[config.mk]
export PLATFORM = sky130hd
export DESIGN_NAME = sdram_port_arbiter
export DESIGN_NICKNAME = d
export VERILOG_FILES = /design/src/rtl/sdram_port_arbiter.sv
export SDC_FILE = /design/constraint.sdc
export NUM_CORES = 1
export LEC_CHECK = 0
export ABC_AREA = 1
export BUFFER_PORTS_ARGS = -buffer_cell sky130_fd_sc_hd__buf_2
export CAP_MARGIN = 5
export CELL_PAD_IN_SITES_DETAIL_PLACEMENT = 0
export CELL_PAD_IN_SITES_GLOBAL_PLACEMENT = 1
export CORE_ASPECT_RATIO = 2
export CORE_MARGIN = 5
export CORE_UTILIZATION = 31
export CTS_CLUSTER_DIAMETER = 60
export CTS_CLUSTER_SIZE = 20
export DETAILED_ROUTE_END_ITERATION = 7
export HOLD_SLACK_MARGIN = 0.1
export MAX_ROUTING_LAYER = met4
export PLACE_DENSITY_LB_ADDON = 0.08
export SLEW_MARGIN = 20
export SYNTH_ARGS = -nofsm -noshare
export SYNTH_HDL_FRONTEND = slang
export SYNTH_SLANG_ARGS = --single-unit
[constraint.sdc]
create_clock -name clk_c64 -period 1.8 [get_ports clk_c64]
set_clock_uncertainty 0.15 [all_clocks]
set_input_delay 0.36 -clock clk_c64 [delete_from_list [all_inputs] [get_ports clk_c64]]
set_output_delay 0.36 -clock clk_c64 [all_outputs]
set_load 0.02 [all_outputs]
[src/rtl/sdram_port_arbiter.sv]
// Arbitrates the single SDRAM controller command port between the C64 bus,
// the SPI/ioctl upload path and a periodic refresh scheduler with debt tracking.
module sdram_port_arbiter #(
  parameter int ADDR_W         = 25,
  parameter int REFRESH_CYCLES = 250,
  parameter int URGENT_DEBT    = 2
) (
  input  logic              clk_c64,
  input  logic              reset_n,
  input  logic              c64_req,
  input  logic              c64_we,
  input  logic [ADDR_W-1:0] c64_addr,
  input  logic [7:0]        c64_din,
  output logic [7:0]        c64_dout,
  output logic              c64_ack,
  input  logic              io_req,
  input  logic              io_we,
  input  logic [ADDR_W-1:0] io_addr,
  input  logic [7:0]        io_din,
  output logic [7:0]        io_dout,
  output logic              io_ack,
  output logic              mem_start,
  output logic              mem_rfsh,
  output logic              mem_we,
  output logic [ADDR_W-1:0] mem_addr,
  output logic [7:0]        mem_din,
  input  logic [7:0]        mem_dout,
  input  logic              mem_done,
  output logic [1:0]        grant,
  output logic [1:0]        rfsh_debt
);

  localparam logic [1:0] ST_IDLE = 2'd0;
  localparam logic [1:0] ST_BUSY = 2'd1;
  localparam logic [1:0] ST_ACK  = 2'd2;

  localparam logic [1:0] GNT_NONE = 2'd0;
  localparam logic [1:0] GNT_C64  = 2'd1;
  localparam logic [1:0] GNT_IO   = 2'd2;
  localparam logic [1:0] GNT_RFSH = 2'd3;

  localparam int              CNT_W    = (REFRESH_CYCLES > 1) ? $clog2(REFRESH_CYCLES) : 1;
  localparam logic [CNT_W-1:0] CNT_LAST = CNT_W'(REFRESH_CYCLES - 1);

  logic [1:0]        state_q, state_d;
  logic [CNT_W-1:0]  cnt_q, cnt_d;
  logic [1:0]        debt_q, debt_d;
  logic [1:0]        grant_q, grant_d;
  logic              mem_start_q, mem_start_d;
  logic              mem_rfsh_q, mem_rfsh_d;
  logic              mem_we_q, mem_we_d;
  logic [ADDR_W-1:0] mem_addr_q, mem_addr_d;
  logic [7:0]        mem_din_q, mem_din_d;
  logic [7:0]        c64_dout_q, c64_dout_d;
  logic [7:0]        io_dout_q, io_dout_d;
  logic              c64_ack_q, c64_ack_d;
  logic              io_ack_q, io_ack_d;

  logic [1:0] winner;
  logic       wrap;
  logic       rfsh_done;

  // Urgent refresh debt outranks the C64 port; a small debt only fills idle slots.
  always_comb begin
    winner = GNT_NONE;
    if (int'(debt_q) >= URGENT_DEBT) winner = GNT_RFSH;
    else if (c64_req)                winner = GNT_C64;
    else if (io_req)                 winner = GNT_IO;
    else if (debt_q != 2'd0)         winner = GNT_RFSH;
  end

  assign wrap      = (cnt_q == CNT_LAST);
  assign rfsh_done = (state_q == ST_BUSY) && (grant_q == GNT_RFSH) && mem_done;

  // NOTE: every signal gets a default before the case so no path leaves one unassigned (no latches).
  always_comb begin
    state_d     = state_q;
    cnt_d       = wrap ? '0 : cnt_q + CNT_W'(1);
    debt_d      = debt_q;
    grant_d     = grant_q;
    mem_start_d = 1'b0;
    mem_rfsh_d  = mem_rfsh_q;
    mem_we_d    = mem_we_q;
    mem_addr_d  = mem_addr_q;
    mem_din_d   = mem_din_q;
    c64_dout_d  = c64_dout_q;
    io_dout_d   = io_dout_q;
    c64_ack_d   = 1'b0;
    io_ack_d    = 1'b0;

    // A wrap and a completed refresh in the same cycle cancel out.
    if (wrap && !rfsh_done && debt_q != 2'd3)        debt_d = debt_q + 2'd1;
    else if (!wrap && rfsh_done && debt_q != 2'd0)   debt_d = debt_q - 2'd1;

    case (state_q)
      ST_IDLE: begin
        if (winner != GNT_NONE) begin
          mem_start_d = 1'b1;
          grant_d     = winner;
          state_d     = ST_BUSY;
          case (winner)
            GNT_C64: begin
              mem_rfsh_d = 1'b0;
              mem_we_d   = c64_we;
              mem_addr_d = c64_addr;
              mem_din_d  = c64_din;
            end
            GNT_IO: begin
              mem_rfsh_d = 1'b0;
              mem_we_d   = io_we;
              mem_addr_d = io_addr;
              mem_din_d  = io_din;
            end
            default: begin
              mem_rfsh_d = 1'b1;
              mem_we_d   = 1'b0;
            end
          endcase
        end
      end
      ST_BUSY: begin
        if (mem_done) begin
          grant_d = GNT_NONE;
          state_d = (grant_q == GNT_RFSH) ? ST_IDLE : ST_ACK;
          if (grant_q == GNT_C64) begin
            c64_ack_d = 1'b1;
            if (!mem_we_q) c64_dout_d = mem_dout;
          end
          if (grant_q == GNT_IO) begin
            io_ack_d = 1'b1;
            if (!mem_we_q) io_dout_d = mem_dout;
          end
        end
      end
      // The ack cycle gives the requester time to drop its request.
      ST_ACK:  state_d = ST_IDLE;
      default: state_d = ST_IDLE;
    endcase
  end

  // NOTE: sequential state is updated with non-blocking assignments only.
  always_ff @(posedge clk_c64) begin
    if (!reset_n) begin
      state_q     <= ST_IDLE;
      cnt_q       <= '0;
      debt_q      <= 2'd0;
      grant_q     <= GNT_NONE;
      mem_start_q <= 1'b0;
      mem_rfsh_q  <= 1'b0;
      mem_we_q    <= 1'b0;
      mem_addr_q  <= '0;
      mem_din_q   <= 8'h00;
      c64_dout_q  <= 8'h00;
      io_dout_q   <= 8'h00;
      c64_ack_q   <= 1'b0;
      io_ack_q    <= 1'b0;
    end else begin
      state_q     <= state_d;
      cnt_q       <= cnt_d;
      debt_q      <= debt_d;
      grant_q     <= grant_d;
      mem_start_q <= mem_start_d;
      mem_rfsh_q  <= mem_rfsh_d;
      mem_we_q    <= mem_we_d;
      mem_addr_q  <= mem_addr_d;
      mem_din_q   <= mem_din_d;
      c64_dout_q  <= c64_dout_d;
      io_dout_q   <= io_dout_d;
      c64_ack_q   <= c64_ack_d;
      io_ack_q    <= io_ack_d;
    end
  end

  assign mem_start = mem_start_q;
  assign mem_rfsh  = mem_rfsh_q;
  assign mem_we    = mem_we_q;
  assign mem_addr  = mem_addr_q;
  assign mem_din   = mem_din_q;
  assign c64_dout  = c64_dout_q;
  assign io_dout   = io_dout_q;
  assign c64_ack   = c64_ack_q;
  assign io_ack    = io_ack_q;
  assign grant     = grant_q;
  assign rfsh_debt = debt_q;

endmodule

-- Word-level counts from Yosys, hierarchy flattened
Cells that the tools add are included.
- muxes and demuxes: 20
- reductions and logical operators: 24
- $add $sub $neg: 3
- equal/unequal tests: 10
- bitwise operators: 2
- order comparisons: 1
- operator list (cell ; count):
    25-bit case mux with 2 select lines ; 1
    2-bit 2-to-1 mux ; 11
    8-bit case mux with 2 select lines ; 1
    2-bit nonzero test ; 5
    3-bit AND reduction ; 3
    8-bit by 1-bit adder with 8-bit output, second input constant ; 1
    8-bit == test, second input constant ; 1
    2-bit case mux with 2 select lines ; 2
    4-bit AND reduction ; 2
    2-bit by 1-bit == test with 1-bit output, second input constant ; 3
    2-bit == test, second input constant ; 3
    1-bit logical AND ; 6
    2-bit != test, second input constant ; 3
    2-bit AND reduction ; 3
    1-bit 2-to-1 mux ; 4
    2-bit OR reduction ; 2
    2-bit by 1-bit adder with 2-bit output, second input constant ; 1
    2-bit greater-or-equal comparator, second input constant ; 1
    1-bit logical NOT ; 2
    2-bit logical NOT ; 1
    1-bit inverter ; 2
    1-bit case mux with 2 select lines ; 1
    2-bit by 1-bit subtractor with 2-bit output, second input constant ; 1
- word-level logic and storage cells: 73
- flip-flop bits (word level): 68
- output and inout port bits: 58

-- Depth between registers and ports, before layout
Gate-level depths: netlist (run 1).
- depth after elaboration: 8
- gate-level depth with buffers: 9

-- Worst setup path after synthesis (run 1)
Ideal clock, no wire load.
- path type: reg-to-reg
- start: register grant_q[0] (netlist: grant[0])
- end: register c64_dout_q[0] (netlist: c64_dout[0])
- cell stages (with the launch flop): 6
- required time: 1.518 ns
- setup slack: 0.304 ns
- data arrival time: 1.214 ns
- period minus slack after synthesis: 1.496 ns
- library setup time: 0.132 ns
- cells stage by stage: dfxtp_1 inv_2 nor3_4 nand2_2 nand2_1 a21oi_1
- word-level cells in the longest chain between the ends: 2
- RTL lines (element ; RTL line ; text):
    from (decl) ; 48 ; logic [1:0] grant_q, grant_d;
    from (signal assigned) ; 161 ; grant_q <= grant_d;
    2-bit by 1-bit == test with 1-bit output ; 125 ; if (grant_q == GNT_C64) begin
    4-bit AND reduction (no source line) ; - ;
    to (signal assigned) ; 167 ; c64_dout_q <= c64_dout_d;
    to (decl) ; 54 ; logic [7:0] c64_dout_q, c64_dout_d;
No other way between the ends.
A chain may end at the register's enable or synchronous reset.

-- Final worst setup path (run 1)
- start: register grant_q[1] (netlist: grant[1])
- end: output grant[1]
- RTL lines (element ; RTL line ; text):
    to (decl) ; 29 ; output logic [1:0] grant,
No word-level cell between the ends.

==> results of run 1 <==
## kinds of logic (layout without fill, tap and decap cells)
logic type	Yosys count	after routing	share of synthesized area, %
buffers and inverters	39	184	6.08
and+or+nand+nor	164	164	25.1
DFF	68	68	48.3
adders and majority gates	2	2	0.887
other	0	1	0
xor gates and xnor gates	3	3	0.932
AOI/OAI and AO/OA	96	96	18.7
## layout by cell type, fill, tap and decap left out, types with 2 or more instances in the layout
cell       Yosys  routed
inv_2          5       5
ha_1           2       2
bufinv_16      0       2
or2_2          2       2
nand3_1       27      27
clkbuf_16      0       9
o21ai_1        7       7
inv_1         14      14
nor3_1         2       2
o21ai_0       28      28
nor2_1        18      18
clkinv_2       0       2
a31oi_1       34      34
buf_2          8     138
nand2_2        3       3
nor2_4         1       2
a21oi_1       25      25
buf_4          4      10
dfxtp_1       68      68
nor3_4         2       2
xnor2_1        2       2
nand2_1      105     105
clkbuf_8       0       3
## stage by stage
stage          hold WS, ps  area, um2
3_3_place_gp           294       3640
4_1_cts                125       3980
5_1_grt                143       3980
6_report               138       3980
2_1_floorplan          283       2820
3_5_place_dp           300       3640
## where the power goes
group          internal [W]  switching (W)
combinational      0.000243       0.000414
sequential          0.00162      0.0000613
clock               0.00132       0.000638
total               0.00318        0.00111
## per-layer routing
metal	vias to the layer above	track usage [%]	routed length, um	share of wire [%]
met5	-	-	0	0
met4	0	11.4	361	4.1
met3	24	2.97	435	5.0
met2	93	28.1	4630	53
met1	1295	16.0	3280	38
li1	1544	-	-	-
## cell type report
cell class,count,share of cell area (%)
Inverter,19,1.79
Clock buffer,12,6.70
Timing Repair Buffer,149,19.8
Clock inverter,4,1.76
Tap cell,102,3.21
Multi-Input combinational cell,265,32.5
Sequential cell,68,34.2
Antenna cell,1,0.0629
## state kept, by name (all words and copies together) (netlist names), 2 cells and up
| name | count |
|---|---|
| c64_dout | 8 |
| cnt_q | 8 |
| grant | 2 |
| io_dout | 8 |
| mem_addr | 25 |
| mem_din | 8 |
| rfsh_debt | 2 |
| state_q | 2 |
## path summary, 6_finish.rpt
kind              slack, ps                      from  depth (start not counted)                   endpoint
setup reg to reg        260   state_q[0]$_SDFFE_PN0P_                          6    mem_din[5]$_SDFFE_PN0P_
setup / recovery        250     grant[1]$_SDFFE_PN0P_                          1                   grant[1]
hold / removal          140              c64_addr[21]                          3  mem_addr[21]$_SDFFE_PN0P_
hold reg to reg         310  c64_dout[2]$_SDFFE_PN0P_                          2   c64_dout[2]$_SDFFE_PN0P_
==> summary.md, run 1 <==
| Metric | Value |
|---|---|
| Util after Layout | `44.4%` |
| Part of the Yosys area used for sequential elements | `48.3%` |
| GPL Wtd Cong | `0.746` |
| Placed insts | `about 600` |
| Clk_lat worst skew | `330 ps` |
| Leakage | `1.86 nW` |
| Final period util | `86.0%` |
| Async SR Flop Fraction | `0%` |
| First-pass GRT wire length | `13900 um` |
| CP Class | `register to output port` |
| CTS sink count | `68` |
| Crit path cell chain | `buf_2` |
| Run status | `complete, no violations` |
| RSZ-0062 raised after global routing | `no` |
| Tightest Hold Check Type | `input port to register` |
| Total global routing overflow | `0` |
| Layout Nets | `595` |
| CP required | `1290 ps` |
| Max-cap check violation count | `0` |
| Vias per cell | `4.77` |
| Syn Std Cell Area | `about 2800 um2` |
| Clock tree buffer depth | `2` |
| Area share of the largest cell type after synthesis | `between 40% and 50%` |
| Most frequent cell after synthesis | `nand2_1` |
| Final setup margin | `252 ps` |
| Number of H-tree levels | `3` |
| Clock slew at reported path FFs | `roughly 60 ps` |
| CTS tree | `built` |
| Largest net degree at the start of global routing | `68` |
| Post-synth EDFFs | `0` |
| Worst Tran Pin Value | `between 300 and 400 ps` |
| Buf+Inv Stages, Crit Path | `1` |
| Startpoint class of the critical path | `register` |
| Final ANT Viol Nets | `0` |
| Residual DRC count | `0` |
| Storage cell area | `~1400 um2` |
| Initial cell density of the core | `31.5%` |
| Crit Path Max Fanout | `6` |
| Die H | `around 140 um` |
| Fraction of layout cells with a size suffix above 1 | `34.8%` |
| Non-filler cells, final | `620` |
| DP HPWL | `about 6600 um` |
| Die Span X | `77.4 um` |
| Synth area leaders | `dfxtp_1, nand2_1, a31oi_1, o21ai_0, nand3_1` |
| Setup TNS | `0 ps` |
| Area of the core | `8950 um2` |
| Vias in the first global route | `3042` |
| Setup bufs post-CTS | `0` |
| Most used DFF post-synth | `dfxtp_1` |
| Multi-input logic area | `1290 um2` |
| Min Tclk post-route | `1550 ps` |
| Quantity of hold-fixing buffers added after cts | `0` |
| CTS root buffer | `clkbuf_16` |
| Antenna violations before repair | `0` |
| Synth unique cells | `26` |
| Dpl ws | `roughly 190 ps` |
| Yosys warns | `0` |
| Mapped Avg Cell Area | `7.58 um2` |
| Top Ports | `139` |
| Total power | `0.00429 W` |
| CTS Buf Count | `9` |
| Avg WL per Cell | `14.0 um` |
| Endpoints failing setup | `0` |
| P per Cell Area | `1080 nW/um2` |
| Worst Setup End Kind | `output port` |
| Register bit total from synthesis | `68` |
| Drt pass-1 iters | `4` |
| Post-synthesis cell count | `372` |
| Crit-path max cell delay | `about 480 ps` |
| Vias | `2956` |
| Die ar. | `11200 um2` |
| Max IR drop VDD | `0.000481 V` |
| Layout fillers | `953` |
| CP top delay family | `flip-flops` |
| Arrival time worst endpoint | `1040 ps` |
| Max_slew headroom | `75.1%` |
| # rows | `49` |
| GRT Total Usage | `about 16%` |
| Initial DRC Count | `81` |
| Synth area leader | `dfxtp_1` |
| Slowest CP cell | `dfxtp_1` |
| Final hold vios | `0` |
| F_max | `roughly 0.65 GHz` |
| Area delta synth->final | `41.0%` |
| Total nets after synthesis | `approximately 460` |
| Port bufs | `approximately 140` |
| Commonest cells in the netlist | `nand2_1, dfxtp_1, a31oi_1` |
| Final wirelength | `8710 um` |
| Post-CTS resize count | `0` |
| Final Max Tran Viols | `0` |
(Power assumes the default switching activity.)
==> run 2, diff against run 1 <==
==> constraint.sdc (replaced) <==
create_clock -name clk_c64 -period 1.5 [get_ports clk_c64]
set_clock_uncertainty 0.15 [all_clocks]
set_input_delay 0.3 -clock clk_c64 [delete_from_list [all_inputs] [get_ports clk_c64]]
set_output_delay 0.3 -clock clk_c64 [all_outputs]
set_load 0.01 [all_outputs]
==> run 2 against run 1 <==
Against the previous run:
- final area up 25%
- total power up 26%
- sequential power increased by 20%
- worst setup slack got worse by 190 ps
- largest cell class is now non-clock buffers
- largest power group unchanged
- highest routed layer unchanged
==> summary.md, run 2 (synthesis results as in run 1) <==
| Metric | Value |
|---|---|
| Run status | `complete, no violations` |
| Clock slew at reported path FFs | `60 ps (about the same)` |
| DP Area | `3750 um2 (+3.1%)` |
| # rows | `49 (unchanged)` |
| Startpoint class of the critical path | `register` |
| Max_slew headroom | `78.0% (+3.0 points)` |
| CTS sink count | `68 (unchanged)` |
| CTS Buf Count | `9 (unchanged)` |
| CP Class | `register to output port` |
| GPL Wtd Cong | `0.778 (+4.3%)` |
| Max-cap check violation count | `0 (unchanged)` |
| Residual DRC count | `0 (unchanged)` |
| Storage cell area | `1370 um2 (+0.55%)` |
| Final wirelength | `9710 um (+12%)` |
| Worst Setup End Kind | `output port` |
| Area of the core | `8950 um2 (unchanged)` |
| CP required | `1050 ps (-240 ps)` |
| Die Span X | `77.4 um (unchanged)` |
| Die ar. | `11200 um2 (unchanged)` |
| Vias | `3342 (+13%)` |
| DP HPWL | `6740 um (+1.9%)` |
| Leakage | `2.28 nW (+22%)` |
| Layout Nets | `682 (+15%)` |
| R2R Setup Slk | `80 ps (-180 ps)` |
| RSZ-0062 raised after global routing | `yes` |
| Vias in the first global route | `3223 (+6.0%)` |
| Min Tclk post-route | `1430 ps` |
| Beginning of the worst hold path | `mem_dout[6]` |
| Clk_lat worst skew | `330 ps (about the same)` |
| Final hold vios | `0 (unchanged)` |
| Multi-input logic area | `1380 um2 (+6.6%)` |
| Reg2Reg Depth | `6 (unchanged)` |
| Layout fillers | `857 (-10%)` |
| CTS root buffer | `clkbuf_16` |
| Commonest non-fill, non-tap cells in the layout | `buf_2, nand2_1, dlygate4sd3_1, dfxtp_1, a31oi_1` |
| Avg WL per Cell | `13.8 um (-2.0%)` |
| Die H | `145 um (unchanged)` |
| Area delta synth->final | `76.6%` |
| Largest net degree at the start of global routing | `27 (-60%)` |
| GRT Total Usage | `17.5% (+1.3 points)` |
| Clock tree buffer depth | `2 (unchanged)` |
| Initial cell density of the core | `31.5% (unchanged)` |
| First-pass GRT wire length | `15100 um (+8.8%)` |
| Max FFs per register | `25 (unchanged)` |
| Endpoints failing setup | `0 (unchanged)` |
| Commonest non-fill, non-tap cell in the layout | `buf_2` |
| # diodes | `0 (-1)` |
| Worst Tran Pin Value | `328 ps (-42.1 ps)` |
| Total global routing overflow | `0 (unchanged)` |
| Arrival time worst endpoint | `980 ps (-60 ps)` |
| Fraction of layout cells with a size suffix above 1 | `35.8% (+0.95 points)` |
| Drt pass-1 iters | `4 (unchanged)` |
| Vias per cell | `4.73 (-0.71%)` |
| Final ANT Viol Nets | `0 (unchanged)` |
| Reg-to-reg critical path startpoint | `state_q[1]$_SDFFE_PN0P_` |
| Final Max Tran Viols | `0 (unchanged)` |
| Number of H-tree levels | `3 (unchanged)` |
| Crit Path Max Fanout | `4 (-2)` |
| CTS tree | `built` |
| F_max | `0.698 GHz` |
| Port bufs | `138 (unchanged)` |
| Initial DRC Count | `114 (+41%)` |
| Hold Path Stages | `3 (unchanged)` |
| P per Cell Area | `1090 nW/um2 (+0.60%)` |
| Antenna violations before repair | `0 (unchanged)` |
| Max IR drop VDD | `0.000658 V (+37%)` |
| Util after Layout | `55.6% (+11 points)` |
| Final period util | `95.5%` |
| Tightest Hold Check Type | `input port to register` |
| Endpoint, Worst Hold | `c64_dout[6]$_SDFFE_PN0P_` |
| Setup TNS | `0 ps (unchanged)` |
| Top Ports | `139 (unchanged)` |
| Final Cell Area | `4980 um2 (+25%)` |
| RR Endpoint | `io_dout[6]$_SDFFE_PN0P_` |
## run 2: cell types whose count changed in the layout (fill, tap and decap cells not counted), sizes merged
cell         delta
buf            +13
bufinv          +1
clkbuf          -1
clkinv          +1
diode           -1
dlygate4sd3    +73
## run 2: worst max-delay path: stages, from the launching register on
cell and delay [ps]:
dfxtp_1 380, buf_4 150, buf_2 120
## run 2: layout make-up
class,instances,share of cell area (%)
Timing Repair Buffer,236,34.0
Multi-Input combinational cell,265,27.7
Sequential cell,68,27.5
Clock buffer,10,4.60
Tap cell,102,2.56
Clock inverter,6,2.26
Inverter,19,1.43
## run 2: metal layers
metal  part of all wire [%]  vias up  GRT usage, %  routed length [um]
li1                       -     1709             -                   -
met1                     38     1498          17.7                3720
met2                     54      114          30.9                5270
met3                    4.8       21          4.65                 463
met4                    2.7        0          8.42                 263
met5                      0        -             -                   0
## run 2: worst max path at each step
stage                                   start  cells after the start  slack (ps)                   endpoint
floorplan               grant[0]$_SDFFE_PN0P_                      5          80   c64_dout[0]$_SDFFE_PN0P_
global placement                      c64_req                      6         -20  mem_addr[19]$_SDFFE_PN0P_
detailed placement                    c64_req                      6         -60    mem_din[7]$_SDFFE_PN0P_
CTS                 rfsh_debt[1]$_SDFFE_PN0P_                      6           1  mem_addr[20]$_SDFFE_PN0P_
global route          state_q[1]$_SDFFE_PN0P_                      6         -30    io_dout[5]$_SDFFE_PN0P_
finish              rfsh_debt[1]$_SDFFE_PN0P_                      2          70               rfsh_debt[1]
## run 2: stage by stage
| stage | hold WS [ps] | total power [W] | worst slack, ps | cells |
|---|---|---|---|---|
| after floorplan | 283 | 0.00243 | 78.1 | 372 |
| after global placement | 295 | 0.00281 | -18.2 | 613 |
| after detailed placement | 303 | 0.00281 | -60.9 | 613 |
| after CTS | 102 | 0.00540 | 1.31 | 702 |
| after global routing | 108 | 0.00567 | -32.4 | 706 |
| final | 117 | 0.00541 | 67.2 | 706 |
## run 2: what timing repair did
action / in CTS / in global routing
hold buffers: 73 / 0
setup buffers: 0 / 3
cloned: 0 / 1
hold endpoints to repair: 47 / 0
resized for setup: 0 / 29
pin swaps: 1 / 5
endpoints found under the setup margin: 2 / 57
## run 2: power by group
part | internal, W | switching [W]
combinational | 0.000499 | 0.000467
clock | 0.00163 | 0.000799
sequential | 0.00194 | 0.0000738
total | 0.00407 | 0.00134
